===== src/rtl/wb_regfile_sb_pkg.sv =====
// Shared types and sizing for the write-back stage / register file /
// scoreboard slice.
//   t_data   : architectural data word
//   t_RFadrs : register-file address (NUM_REGS = 2**width)
//   t_sbcnt  : per-register in-flight write counter
package wb_regfile_sb_pkg;

  localparam int DATA_W       = 32;
  localparam int RF_ADRS_W    = 4;
  localparam int NUM_REGS     = 2 ** RF_ADRS_W;
  localparam int MAX_INFLIGHT = 3;
  localparam int SB_CNT_W     = 2;

  typedef logic [DATA_W-1:0]    t_data;
  typedef logic [RF_ADRS_W-1:0] t_RFadrs;
  typedef logic [SB_CNT_W-1:0]  t_sbcnt;

  // Counter value at which a register refuses further issues.
  localparam t_sbcnt SB_CNT_MAX = t_sbcnt'(MAX_INFLIGHT);

endpackage


===== src/rtl/wb_regfile_sb_if.sv =====
// Bundle of every non-clock signal between the pipeline/decode side and the
// write-back + register-file block.
//
// Handshake semantics: there is no ready/valid pair here. wr_en qualifies
// wr_dst/wr_data for one cycle and is always accepted. issue_en qualifies
// issue_dst; the issue is accepted on the rising edge only when issue_ok is
// high in that same cycle, otherwise decode must hold and retry.
//
//   master : decode / EX-to-WB register side (drives requests)
//   slave  : wb_regfile_sb (drives read data and scoreboard status)
interface wb_regfile_sb_if;
  import wb_regfile_sb_pkg::*;

  logic    wr_en;
  t_RFadrs wr_dst;
  t_data   wr_data;
  t_RFadrs rd_adrs_a;
  t_RFadrs rd_adrs_b;
  t_data   rd_data_a;
  t_data   rd_data_b;
  logic    issue_en;
  t_RFadrs issue_dst;
  logic    src_a_busy;
  logic    src_b_busy;
  logic    issue_ok;
  logic    sb_underflow;

  modport master (
    output wr_en, wr_dst, wr_data, rd_adrs_a, rd_adrs_b, issue_en, issue_dst,
    input  rd_data_a, rd_data_b, src_a_busy, src_b_busy, issue_ok, sb_underflow
  );

  modport slave (
    input  wr_en, wr_dst, wr_data, rd_adrs_a, rd_adrs_b, issue_en, issue_dst,
    output rd_data_a, rd_data_b, src_a_busy, src_b_busy, issue_ok, sb_underflow
  );

endinterface


===== src/rtl/wb_regfile_sb_sb_counter.sv =====
// One register's in-flight write counter.
//   clock, rst_n : clock and asynchronous active-low reset
//   inc          : an issue targeting this register was accepted
//   dec          : a write-back retired one outstanding write
//   cnt          : current count
//   busy         : count is non-zero
//   full         : count has reached SB_CNT_MAX
// Saturates at both ends; simultaneous inc and dec cancel.
module sb_counter
  import wb_regfile_sb_pkg::*;
(
  input  logic   clock,
  input  logic   rst_n,
  input  logic   inc,
  input  logic   dec,
  output t_sbcnt cnt,
  output logic   busy,
  output logic   full
);

  always_ff @(posedge clock or negedge rst_n) begin
    if (!rst_n) begin
      cnt <= '0;
    end else if (inc && !dec && cnt != SB_CNT_MAX) begin
      cnt <= cnt + 1'b1;
    end else if (dec && !inc && cnt != '0) begin
      cnt <= cnt - 1'b1;
    end
  end

  assign busy = (cnt != '0);
  assign full = (cnt >= SB_CNT_MAX);

endmodule


===== src/rtl/wb_regfile_sb.sv =====
// Write-back stage plus register file with a per-register RAW scoreboard.
//   clock, rst_n : clock and asynchronous active-low reset
//   bus (slave)  : write-back bundle, two bypassed read ports, issue request
//                  and scoreboard status (src busy, issue_ok, sticky
//                  sb_underflow)
// REG0_ZERO=1 makes R0 read as zero, drop writes and never count as busy.
module wb_regfile_sb
  import wb_regfile_sb_pkg::*;
#(
  parameter bit REG0_ZERO = 1'b1
) (
  input  logic           clock,
  input  logic           rst_n,
  wb_regfile_sb_if.slave bus
);

  t_data                rf   [NUM_REGS];
  t_sbcnt               cnt  [NUM_REGS];
  logic [NUM_REGS-1:0]  busy;
  logic [NUM_REGS-1:0]  full;
  logic [NUM_REGS-1:0]  inc_vec;
  logic [NUM_REGS-1:0]  dec_vec;

  logic wr_to_r0;
  logic issue_to_r0;
  logic zero_a;
  logic zero_b;
  logic hit_a;
  logic hit_b;
  logic issue_ok;
  logic underflow_q;

  assign wr_to_r0    = REG0_ZERO && (bus.wr_dst == '0);
  assign issue_to_r0 = REG0_ZERO && (bus.issue_dst == '0);
  assign zero_a      = REG0_ZERO && (bus.rd_adrs_a == '0);
  assign zero_b      = REG0_ZERO && (bus.rd_adrs_b == '0);
  assign hit_a       = bus.wr_en && (bus.wr_dst == bus.rd_adrs_a);
  assign hit_b       = bus.wr_en && (bus.wr_dst == bus.rd_adrs_b);

  // Register array; writes to a hard-wired R0 are dropped.
  always_ff @(posedge clock or negedge rst_n) begin
    if (!rst_n) begin
      for (int i = 0; i < NUM_REGS; i++) begin
        rf[i] <= '0;
      end
    end else if (bus.wr_en && !wr_to_r0) begin
      rf[bus.wr_dst] <= bus.wr_data;
    end
  end

  // Read ports: a write retiring this cycle is forwarded straight through.
  assign bus.rd_data_a = zero_a ? '0 : (hit_a ? bus.wr_data : rf[bus.rd_adrs_a]);
  assign bus.rd_data_b = zero_b ? '0 : (hit_b ? bus.wr_data : rf[bus.rd_adrs_b]);

  // issue_ok looks at the count before this cycle's retire, so a full
  // register stays blocked for one extra cycle. That is deliberate: it keeps
  // issue_ok independent of the write-back path timing.
  assign issue_ok     = issue_to_r0 || !full[bus.issue_dst];
  assign bus.issue_ok = issue_ok;

  for (genvar r = 0; r < NUM_REGS; r++) begin : g_cnt
    localparam t_RFadrs REG_ID = t_RFadrs'(r);

    assign inc_vec[r] = bus.issue_en && issue_ok && !issue_to_r0 &&
                        (bus.issue_dst == REG_ID);
    assign dec_vec[r] = bus.wr_en && !wr_to_r0 && busy[r] &&
                        (bus.wr_dst == REG_ID);

    sb_counter u_cnt (
      .clock (clock),
      .rst_n (rst_n),
      .inc   (inc_vec[r]),
      .dec   (dec_vec[r]),
      .cnt   (cnt[r]),
      .busy  (busy[r]),
      .full  (full[r])
    );
  end

  // A source is busy unless its only outstanding write is the one being
  // forwarded this cycle. Written as a compare rather than cnt-1 so that a
  // stray write-back to an idle register cannot wrap and read as busy.
  assign bus.src_a_busy = !zero_a && busy[bus.rd_adrs_a] &&
                          !(hit_a && cnt[bus.rd_adrs_a] == t_sbcnt'(1));
  assign bus.src_b_busy = !zero_b && busy[bus.rd_adrs_b] &&
                          !(hit_b && cnt[bus.rd_adrs_b] == t_sbcnt'(1));

  // Sticky: a write-back arrived for a register with nothing in flight.
  always_ff @(posedge clock or negedge rst_n) begin
    if (!rst_n) begin
      underflow_q <= 1'b0;
    end else if (bus.wr_en && !wr_to_r0 && !busy[bus.wr_dst]) begin
      underflow_q <= 1'b1;
    end
  end

  assign bus.sb_underflow = underflow_q;

endmodule


===== src/flat_wrapper.sv =====
// flat-port wrapper written by rule: the top's interface ports become plain ports
module wb_regfile_sb_flat import wb_regfile_sb_pkg::*;
#(
  parameter bit REG0_ZERO = 1'b1
)
  (clock, rst_n, bus_wr_en, bus_wr_dst, bus_wr_data, bus_rd_adrs_a, bus_rd_adrs_b, bus_issue_en, bus_issue_dst, bus_rd_data_a, bus_rd_data_b, bus_src_a_busy, bus_src_b_busy, bus_issue_ok, bus_sb_underflow);
  wb_regfile_sb_if bus_i ();
  input  logic clock;
  input  logic rst_n;
  input wire logic [$bits(bus_i.wr_en)-1:0] bus_wr_en;
  input wire logic [$bits(bus_i.wr_dst)-1:0] bus_wr_dst;
  input wire logic [$bits(bus_i.wr_data)-1:0] bus_wr_data;
  input wire logic [$bits(bus_i.rd_adrs_a)-1:0] bus_rd_adrs_a;
  input wire logic [$bits(bus_i.rd_adrs_b)-1:0] bus_rd_adrs_b;
  input wire logic [$bits(bus_i.issue_en)-1:0] bus_issue_en;
  input wire logic [$bits(bus_i.issue_dst)-1:0] bus_issue_dst;
  output wire logic [$bits(bus_i.rd_data_a)-1:0] bus_rd_data_a;
  output wire logic [$bits(bus_i.rd_data_b)-1:0] bus_rd_data_b;
  output wire logic [$bits(bus_i.src_a_busy)-1:0] bus_src_a_busy;
  output wire logic [$bits(bus_i.src_b_busy)-1:0] bus_src_b_busy;
  output wire logic [$bits(bus_i.issue_ok)-1:0] bus_issue_ok;
  output wire logic [$bits(bus_i.sb_underflow)-1:0] bus_sb_underflow;
  assign bus_i.wr_en = bus_wr_en;
  assign bus_i.wr_dst = bus_wr_dst;
  assign bus_i.wr_data = bus_wr_data;
  assign bus_i.rd_adrs_a = bus_rd_adrs_a;
  assign bus_i.rd_adrs_b = bus_rd_adrs_b;
  assign bus_i.issue_en = bus_issue_en;
  assign bus_i.issue_dst = bus_issue_dst;
  assign bus_rd_data_a = bus_i.rd_data_a;
  assign bus_rd_data_b = bus_i.rd_data_b;
  assign bus_src_a_busy = bus_i.src_a_busy;
  assign bus_src_b_busy = bus_i.src_b_busy;
  assign bus_issue_ok = bus_i.issue_ok;
  assign bus_sb_underflow = bus_i.sb_underflow;
  wb_regfile_sb #(.REG0_ZERO(REG0_ZERO)) u_core (.clock(clock), .rst_n(rst_n), .bus(bus_i));
endmodule

===== config.mk =====
export PLATFORM = sky130hd
export DESIGN_NAME = wb_regfile_sb_flat
export DESIGN_NICKNAME = d
export VERILOG_FILES = /design/src/rtl/wb_regfile_sb_pkg.sv /design/src/rtl/wb_regfile_sb_if.sv /design/src/rtl/wb_regfile_sb_sb_counter.sv /design/src/rtl/wb_regfile_sb.sv /design/src/flat_wrapper.sv
export SDC_FILE = /design/constraint.sdc
export NUM_CORES = 1
export LEC_CHECK = 0
export ABC_AREA = 1
export ABC_CLOCK_PERIOD_IN_PS = 3950
export CORE_MARGIN = 2
export CORE_UTILIZATION = 60
export DETAILED_ROUTE_END_ITERATION = 16
export PLACE_DENSITY = 0.85
export SYNTH_ARGS = -nofsm -noshare
export SYNTH_HDL_FRONTEND = slang
export SYNTH_SLANG_ARGS = --single-unit

===== constraint.sdc =====
create_clock -name clock -period 3.95 [get_ports clock]
set_input_delay 0.79 -clock clock [delete_from_list [all_inputs] [get_ports clock]]
set_output_delay 0.79 -clock clock [all_outputs]
set_load 0.02 [all_outputs]

After elaboration in Yosys (flattened, before gate mapping) --
Index checks and enable logic that the tools add are counted.
Storage, ports and cells: flip-flop bits (word level) 545, output and inout port bits 68, bits of input ports 52, word-level logic and storage cells 403
Cells by class: magnitude comparators 24, muxes and demuxes 59, add/sub/neg operators 32, reductions and logical operators 202, bitwise operators 3, eq/ne operators 50
Operator list (count):
- 512-bit bitwise mux | 1
- 32-bit two-way mux | 9
- 32-bit binary-select mux with 4-bit select | 2
- 32-bit demux with 4-bit select | 1
- 1-bit logical AND | 125
- 2-bit two-way mux | 36
- 4-bit == test (second input constant) | 16
- 2-bit nonzero test | 32
- 1-bit logical NOT | 40
- 2-bit by 1-bit adder with 2-bit output (second input constant) | 16
- 4-bit by 3-bit == test with 1-bit output (second input constant) | 8
- 2-bit >= comparator (second input constant) | 16
- 2-bit inequality test (second input constant) | 16
- 2-bit by 1-bit subtractor with 2-bit output (second input constant) | 16
- 4-bit by 5-bit < comparator with 1-bit output (second input constant) | 4
- 1-bit binary-select mux with 4-bit select | 4
- 2-bit binary-select mux with 4-bit select | 2
- 4-bit by 2-bit == test with 1-bit output (second input constant) | 4
- 4-bit logical NOT | 4
- 5-bit >= comparator (second input constant) | 3
- 4-bit NOT with 5-bit output | 3
- 4-bit by 1-bit == test with 1-bit output (second input constant) | 2
- 4-bit == test | 2
- 5-bit by 1-bit < comparator with 1-bit output (second input constant) | 1
- other kinds (3) | 7

Logic depth before layout (Yosys ltp) --
depth after elaboration 13, gate-level depth with buffers 13, gate-level depth less buffers 11

By module --
A second synthesis with hierarchy kept.
Second synthesis, totals: cell total of the unflattened synthesis 5022, area, all modules 32960.4 µm²
Modules (own cells, without submodules):
- wb_regfile_sb | sequential area each 12837.3 µm², area each 30858.3 µm², times used 1, cells an instance 4718
- sb_counter | sequential area each 50.0 µm², area each 131.4 µm², times used 16, cells an instance 19

Least setup slack after synthesis --
Ideal clock, no wire load.
path kind input port to output port, from input bus_rd_adrs_b[1], to output bus_rd_data_b[30], data required time 3.160 ns, data arrival time 2.160 ns, cell stages on the path 9, path buffers 3, setup slack 1.000 ns, cells stage by stage buf_2 clkinv_1 buf_2 buf_2 a21oi_1 o21ai_0 nand2_1 nand2_1 a41oi_1
Between the ends: longest elaborated chain between the ends 6, elaborated cells between the ends (all ways) 9, those cells by class 1 x eq/ne; 5 x mux; 1 x bitwise; 2 x reduce/logical
RTL lines:
- from (decl) | line flat_wrapper.sv:14 | input wire logic [$bits(bus_i.rd_adrs_b)-1:0] bus_rd_adrs_b;
- 4-bit NOT with 5-bit output (not written as such) | line wb_regfile_sb.sv:53 | assign bus.rd_data_b = zero_b ? '0 : (hit_b ? bus.wr_data : rf[bus.rd_adrs_b]);
- 32-bit binary-select mux with 4-bit select | line wb_regfile_sb.sv:53
- 32-bit two-way mux (not written as such) (2 in series) | line wb_regfile_sb.sv:53
- 32-bit two-way mux | line wb_regfile_sb.sv:53
- 32-bit two-way mux * | line wb_regfile_sb.sv:53
- to (decl) | line flat_wrapper.sv:18 | output wire logic [$bits(bus_i.rd_data_b)-1:0] bus_rd_data_b;
Every way passes the cells marked *; elsewhere a longest branch is shown, timed or not. The select of a mux whose other input is x is not followed.

Worst setup path in the final report --
from input bus_wr_dst[2], to output bus_rd_data_b[24]
Between the ends: longest elaborated chain between the ends 4
RTL lines:
- from (decl) | line flat_wrapper.sv:11 | input wire logic [$bits(bus_i.wr_dst)-1:0] bus_wr_dst;
- 4-bit == test | line wb_regfile_sb.sv:38 | assign hit_b = bus.wr_en && (bus.wr_dst == bus.rd_adrs_b);
- 1-bit logical AND | line wb_regfile_sb.sv:38
- 32-bit two-way mux (2 in series) | line wb_regfile_sb.sv:53
Every way passes these cells.

==> run_summary.xml <==
<?xml version="1.0" encoding="UTF-8"?>
<metrics>
  <group name="status">
    <metric name="outcome" unit="">finished, final reports clean</metric>
  </group>
  <group name="synth">
    <metric name="synth_fp_nets" unit="">4376</metric>
    <metric name="synth-adder-area-share" unit="%">0.0407</metric>
    <metric name="fraction_of_the_yosys_area_taken_by_sequential_cells" unit="%">44.4</metric>
    <metric name="synth_cells" unit="">4323</metric>
    <metric name="proportion_of_register_bits_with_asynchronous_set_or_reset_after_synthesis" unit="%">100</metric>
    <metric name="synthDominantCellAreaShare" unit="%">44.4</metric>
    <metric name="synthesis.area" unit="um2">30700</metric>
    <metric name="post_synth_edffs" unit="">0</metric>
    <metric name="synth_warnings" unit="">0</metric>
    <metric name="most_used_dff_post_synth" unit="">dfrtp_1</metric>
    <metric name="yosysUniqueCellTypes" unit="">36</metric>
    <metric name="synth-seq-cells" unit="">545</metric>
    <metric name="synth_compound_gate_area_share" unit="%">27.5</metric>
    <metric name="synth_common_cells" unit="">o21ai_0 (1046), nand2_1 (928), dfrtp_1 (545)</metric>
    <metric name="netlist.top_cell.by_area" unit="">dfrtp_1</metric>
    <metric name="synthTopCellsByArea" unit="">dfrtp_1 (44%), o21ai_0 (17%), nand2_1 (11%)</metric>
    <metric name="main_combinational_cell_family_by_area_after_synthesis" unit="">compound AO/OA/AOI/OAI gates</metric>
    <metric name="synth_most_common_cell" unit="">o21ai_0</metric>
    <metric name="yosys-mux-area-fraction" unit="%">0</metric>
    <metric name="yosys.area_share.simple" unit="%">18.6</metric>
    <metric name="synth_xor_xnor_area_share" unit="%">0</metric>
    <metric name="synth_area_per_cell" unit="um2">7.11</metric>
  </group>
  <group name="global_route">
    <metric name="grt_usage" unit="%">44.3</metric>
    <metric name="number_of_global_route_vias_before_repair" unit="">30100</metric>
    <metric name="final_global_route_overflow_total" unit="">0</metric>
    <metric name="largest_net_degree_at_the_start_of_global_routing" unit="">91</metric>
    <metric name="grt_antenna_before_repair" unit="">7</metric>
    <metric name="global_route_wire_length_before_repair" unit="um">179000</metric>
  </group>
  <group name="worst_setup_path">
    <metric name="critical_path_arrival" unit="ps">3060</metric>
    <metric name="critical_path.startpoint_type" unit="">input port</metric>
    <metric name="path_max_fanout" unit="">20</metric>
    <metric name="r2r_setup_slack" unit="ps">2060</metric>
    <metric name="endpoint_kind" unit="">output port</metric>
    <metric name="criticalPathCategory" unit="">in2out</metric>
    <metric name="critical_path_required" unit="ps">3160</metric>
  </group>
  <group name="power">
    <metric name="power_frac_comb" unit="%">24.8</metric>
    <metric name="power.sequential.fraction" unit="%">43.5</metric>
    <metric name="p_int" unit="mW">11.2</metric>
    <metric name="power.switching_fraction" unit="%">33.6</metric>
    <metric name="clkPwrFrac" unit="%">31.7</metric>
    <metric name="power.ir.vdd_worst" unit="mV">0.448</metric>
    <metric name="total_power" unit="mW">16.9</metric>
    <metric name="p_per_area" unit="nW/um2">476</metric>
    <metric name="cellLeakagePower" unit="nW">16.7</metric>
    <metric name="switching_power" unit="mW">5.67</metric>
  </group>
  <group name="route">
    <metric name="drt_iter0_drc" unit="">5020</metric>
    <metric name="vias_per_cell" unit="">6.47</metric>
    <metric name="post_drt_wl_per_cell" unit="um">23.6</metric>
    <metric name="postRouteWirelength" unit="um">119000</metric>
    <metric name="detail_route.first_pass.iterations" unit="">8</metric>
    <metric name="drc" unit="">0</metric>
    <metric name="final_antenna_violating_net_count" unit="">0</metric>
    <metric name="via_count" unit="">32600</metric>
  </group>
  <group name="clock_network">
    <metric name="clk_root_buffer_cell" unit="">clkbuf_16</metric>
    <metric name="numCtsBuffers" unit="">56</metric>
    <metric name="holdBufCountCts" unit="">0</metric>
    <metric name="cts-htree-levels" unit="">2</metric>
    <metric name="post_cts.repair.setup_buffers" unit="">0</metric>
    <metric name="cts_tree" unit="">yes</metric>
    <metric name="cts-root-to-sink-buffers" unit="">3</metric>
    <metric name="post_cts_resized" unit="">2</metric>
    <metric name="cts.sink_count" unit="">545</metric>
    <metric name="clk_transition_reported_paths" unit="ps">50</metric>
    <metric name="worstSkewPairLatency" unit="ps">630</metric>
  </group>
  <group name="place">
    <metric name="place_hpwl" unit="um">77300</metric>
    <metric name="globalplace.congestion" unit="">1.02</metric>
    <metric name="io_buffer_count" unit="">119</metric>
    <metric name="numPlacedInstances" unit="">4940</metric>
  </group>
  <group name="sta">
    <metric name="fin_skew" unit="ps">14.8</metric>
    <metric name="grt_setup_unrepaired" unit="">no</metric>
    <metric name="max_freq" unit="MHz">259</metric>
    <metric name="hold_violations" unit="">0</metric>
    <metric name="tightestPinTransition" unit="ps">738</metric>
    <metric name="report.final.setup_viol" unit="">0</metric>
    <metric name="min_period_over_period" unit="%">97.6</metric>
    <metric name="final-max-slew-violation-count" unit="">0</metric>
    <metric name="finalWorstPathRequiredPeriod" unit="ps">3850</metric>
    <metric name="slew_headroom" unit="%">50.8</metric>
    <metric name="finalSetupTns" unit="ps">0</metric>
  </group>
  <group name="die">
    <metric name="design.die.area" unit="um2">53100</metric>
    <metric name="fp-row-count" unit="">82</metric>
    <metric name="initial_core_util" unit="%">61.0</metric>
    <metric name="die-height" unit="um">230</metric>
    <metric name="placeableCoreArea" unit="um2">50400</metric>
    <metric name="io-pin-count" unit="">120</metric>
    <metric name="die-width" unit="um">230</metric>
  </group>
  <group name="layout">
    <metric name="filler_cell_count" unit="">4112</metric>
    <metric name="seq_area" unit="um2">13600</metric>
    <metric name="fin_nets" unit="">4379</metric>
    <metric name="stdcell_count" unit="">5041</metric>
    <metric name="multiInputGateArea" unit="um2">14300</metric>
    <metric name="drive_gt1_share" unit="%">8.04</metric>
    <metric name="areaGrowthSynthToFinish" unit="%">15.5</metric>
  </group>
  <group name="run">
    <metric name="cap_violations" unit="">0</metric>
  </group>
  <group name="min_path">
    <metric name="hold_class" unit="">in2async</metric>
  </group>
</metrics>
cell usage in the layout, fill, tap and decap left out, drive strengths merged:
cell / count
diode: 6
nor2: 250
o22ai: 36
buf: 230
a211oi: 2
a22oi: 31
nand4: 19
a31oi: 24
bufinv: 3
a221oi: 1
nand2: 929
clkinvlp: 2
dfrtp: 545
or2: 4
clkinv: 7
a41oi: 19
dlygate4sd2: 2
o21ai: 1058
o211ai: 31
nor3: 4
inv: 340
clkdlybuf4s50: 47
a21oi: 413
o221ai: 2
o21a: 1
clkbuf: 85
o21bai: 1
nand3: 215
ha: 1
dlymetal6s2s: 56
nand3b: 2
o2111ai: 3
final timing paths:
path | to | start | depth (start not counted)
setup / recovery | bus_rd_data_b[24] | bus_wr_dst[2] | 11
hold / removal | u_core.rf[92] | rst_n | 1
setup reg to reg | u_core.g_cnt[13].u_cnt.cnt[0] | u_core.g_cnt[6].u_cnt.cnt[0] | 11
hold reg to reg | u_core.g_cnt[0].u_cnt.cnt[1] | u_core.g_cnt[0].u_cnt.cnt[1] | 0
max in group asynchronous | u_core.rf[373] | rst_n | 2
min in group clock | u_core.g_cnt[0].u_cnt.cnt[1] | u_core.g_cnt[0].u_cnt.cnt[1] | 0
registers in the layout, summed over array words and instances, names as in the netlist:
register                 flops
u_core.rf                  512
u_core.bus.sb_underflow      1
u_core.g_cnt.u_cnt.cnt      32
power groups by stage:
stage                     registers, mW  logic, mW  clock network, mW
after floorplan                    7.22       2.56                  0
after global placement             7.35       3.97                  0
after detailed placement           7.39       4.07                  0
after CTS                          7.31       4.11               5.32
after global routing               7.45       4.62               5.58
final                              7.34       4.19               5.35
worst max-delay path, cell delays in order:
cell             delay (ps)
clkdlybuf4s50_1         570
inv_1                   110
nand2_1                  70
nand2_1                  60
nor2_1                  130
nand3b_1                130
buf_12                  200
nand3_1                  90
a31oi_1                  40
nor2_1                  180
clkdlybuf4s50_1         690
area by class of cell:
type | count | area share [%]
antenna | 6 | 0.0423
clock buffer | 83 | 4.63
clock inverter | 12 | 0.437
inverter | 340 | 3.64
multi-input combinational | 3046 | 40.2
sequential | 545 | 38.4
tap | 672 | 2.37
timing repair buffer | 337 | 10.3
per-layer routing:
| layer | up-vias | share of wire (%) | wire length, um | global-route usage (%) |
|---|---|---|---|---|
| met5 | - | 0.023 | 27 | 0 |
| met4 | 4 | 7.7 | 9130 | 29.2 |
| met1 | 15000 | 37 | 43500 | 58.6 |
| met3 | 570 | 14 | 16500 | 12.2 |
| met2 | 2591 | 42 | 49900 | 64.1 |
| li1 | 14500 | - | - | - |
through the flow:
step                      utilization, %  hold slack [ps]  area, um2  worst slack (ps)
after CTS                           70.2              206      35400              6.20
after detailed placement            66.6              369      33600              3.21
final                               70.5              171      35500              96.0
after global routing                70.5              231      35500              3.36
after floorplan                        -              429      30700              1000
after global placement              66.6              368      33600              15.1
kinds of logic (layout without fill, tap and decap cells):
group / after synthesis / in the layout
simple gates: 1423 / 1423
compound gates: 1622 / 1622
other cells: 0 / 6
buf+inv: 732 / 772
flops: 545 / 545
fa+ha+maj: 1 / 1
(Power assumes the default switching activity.)
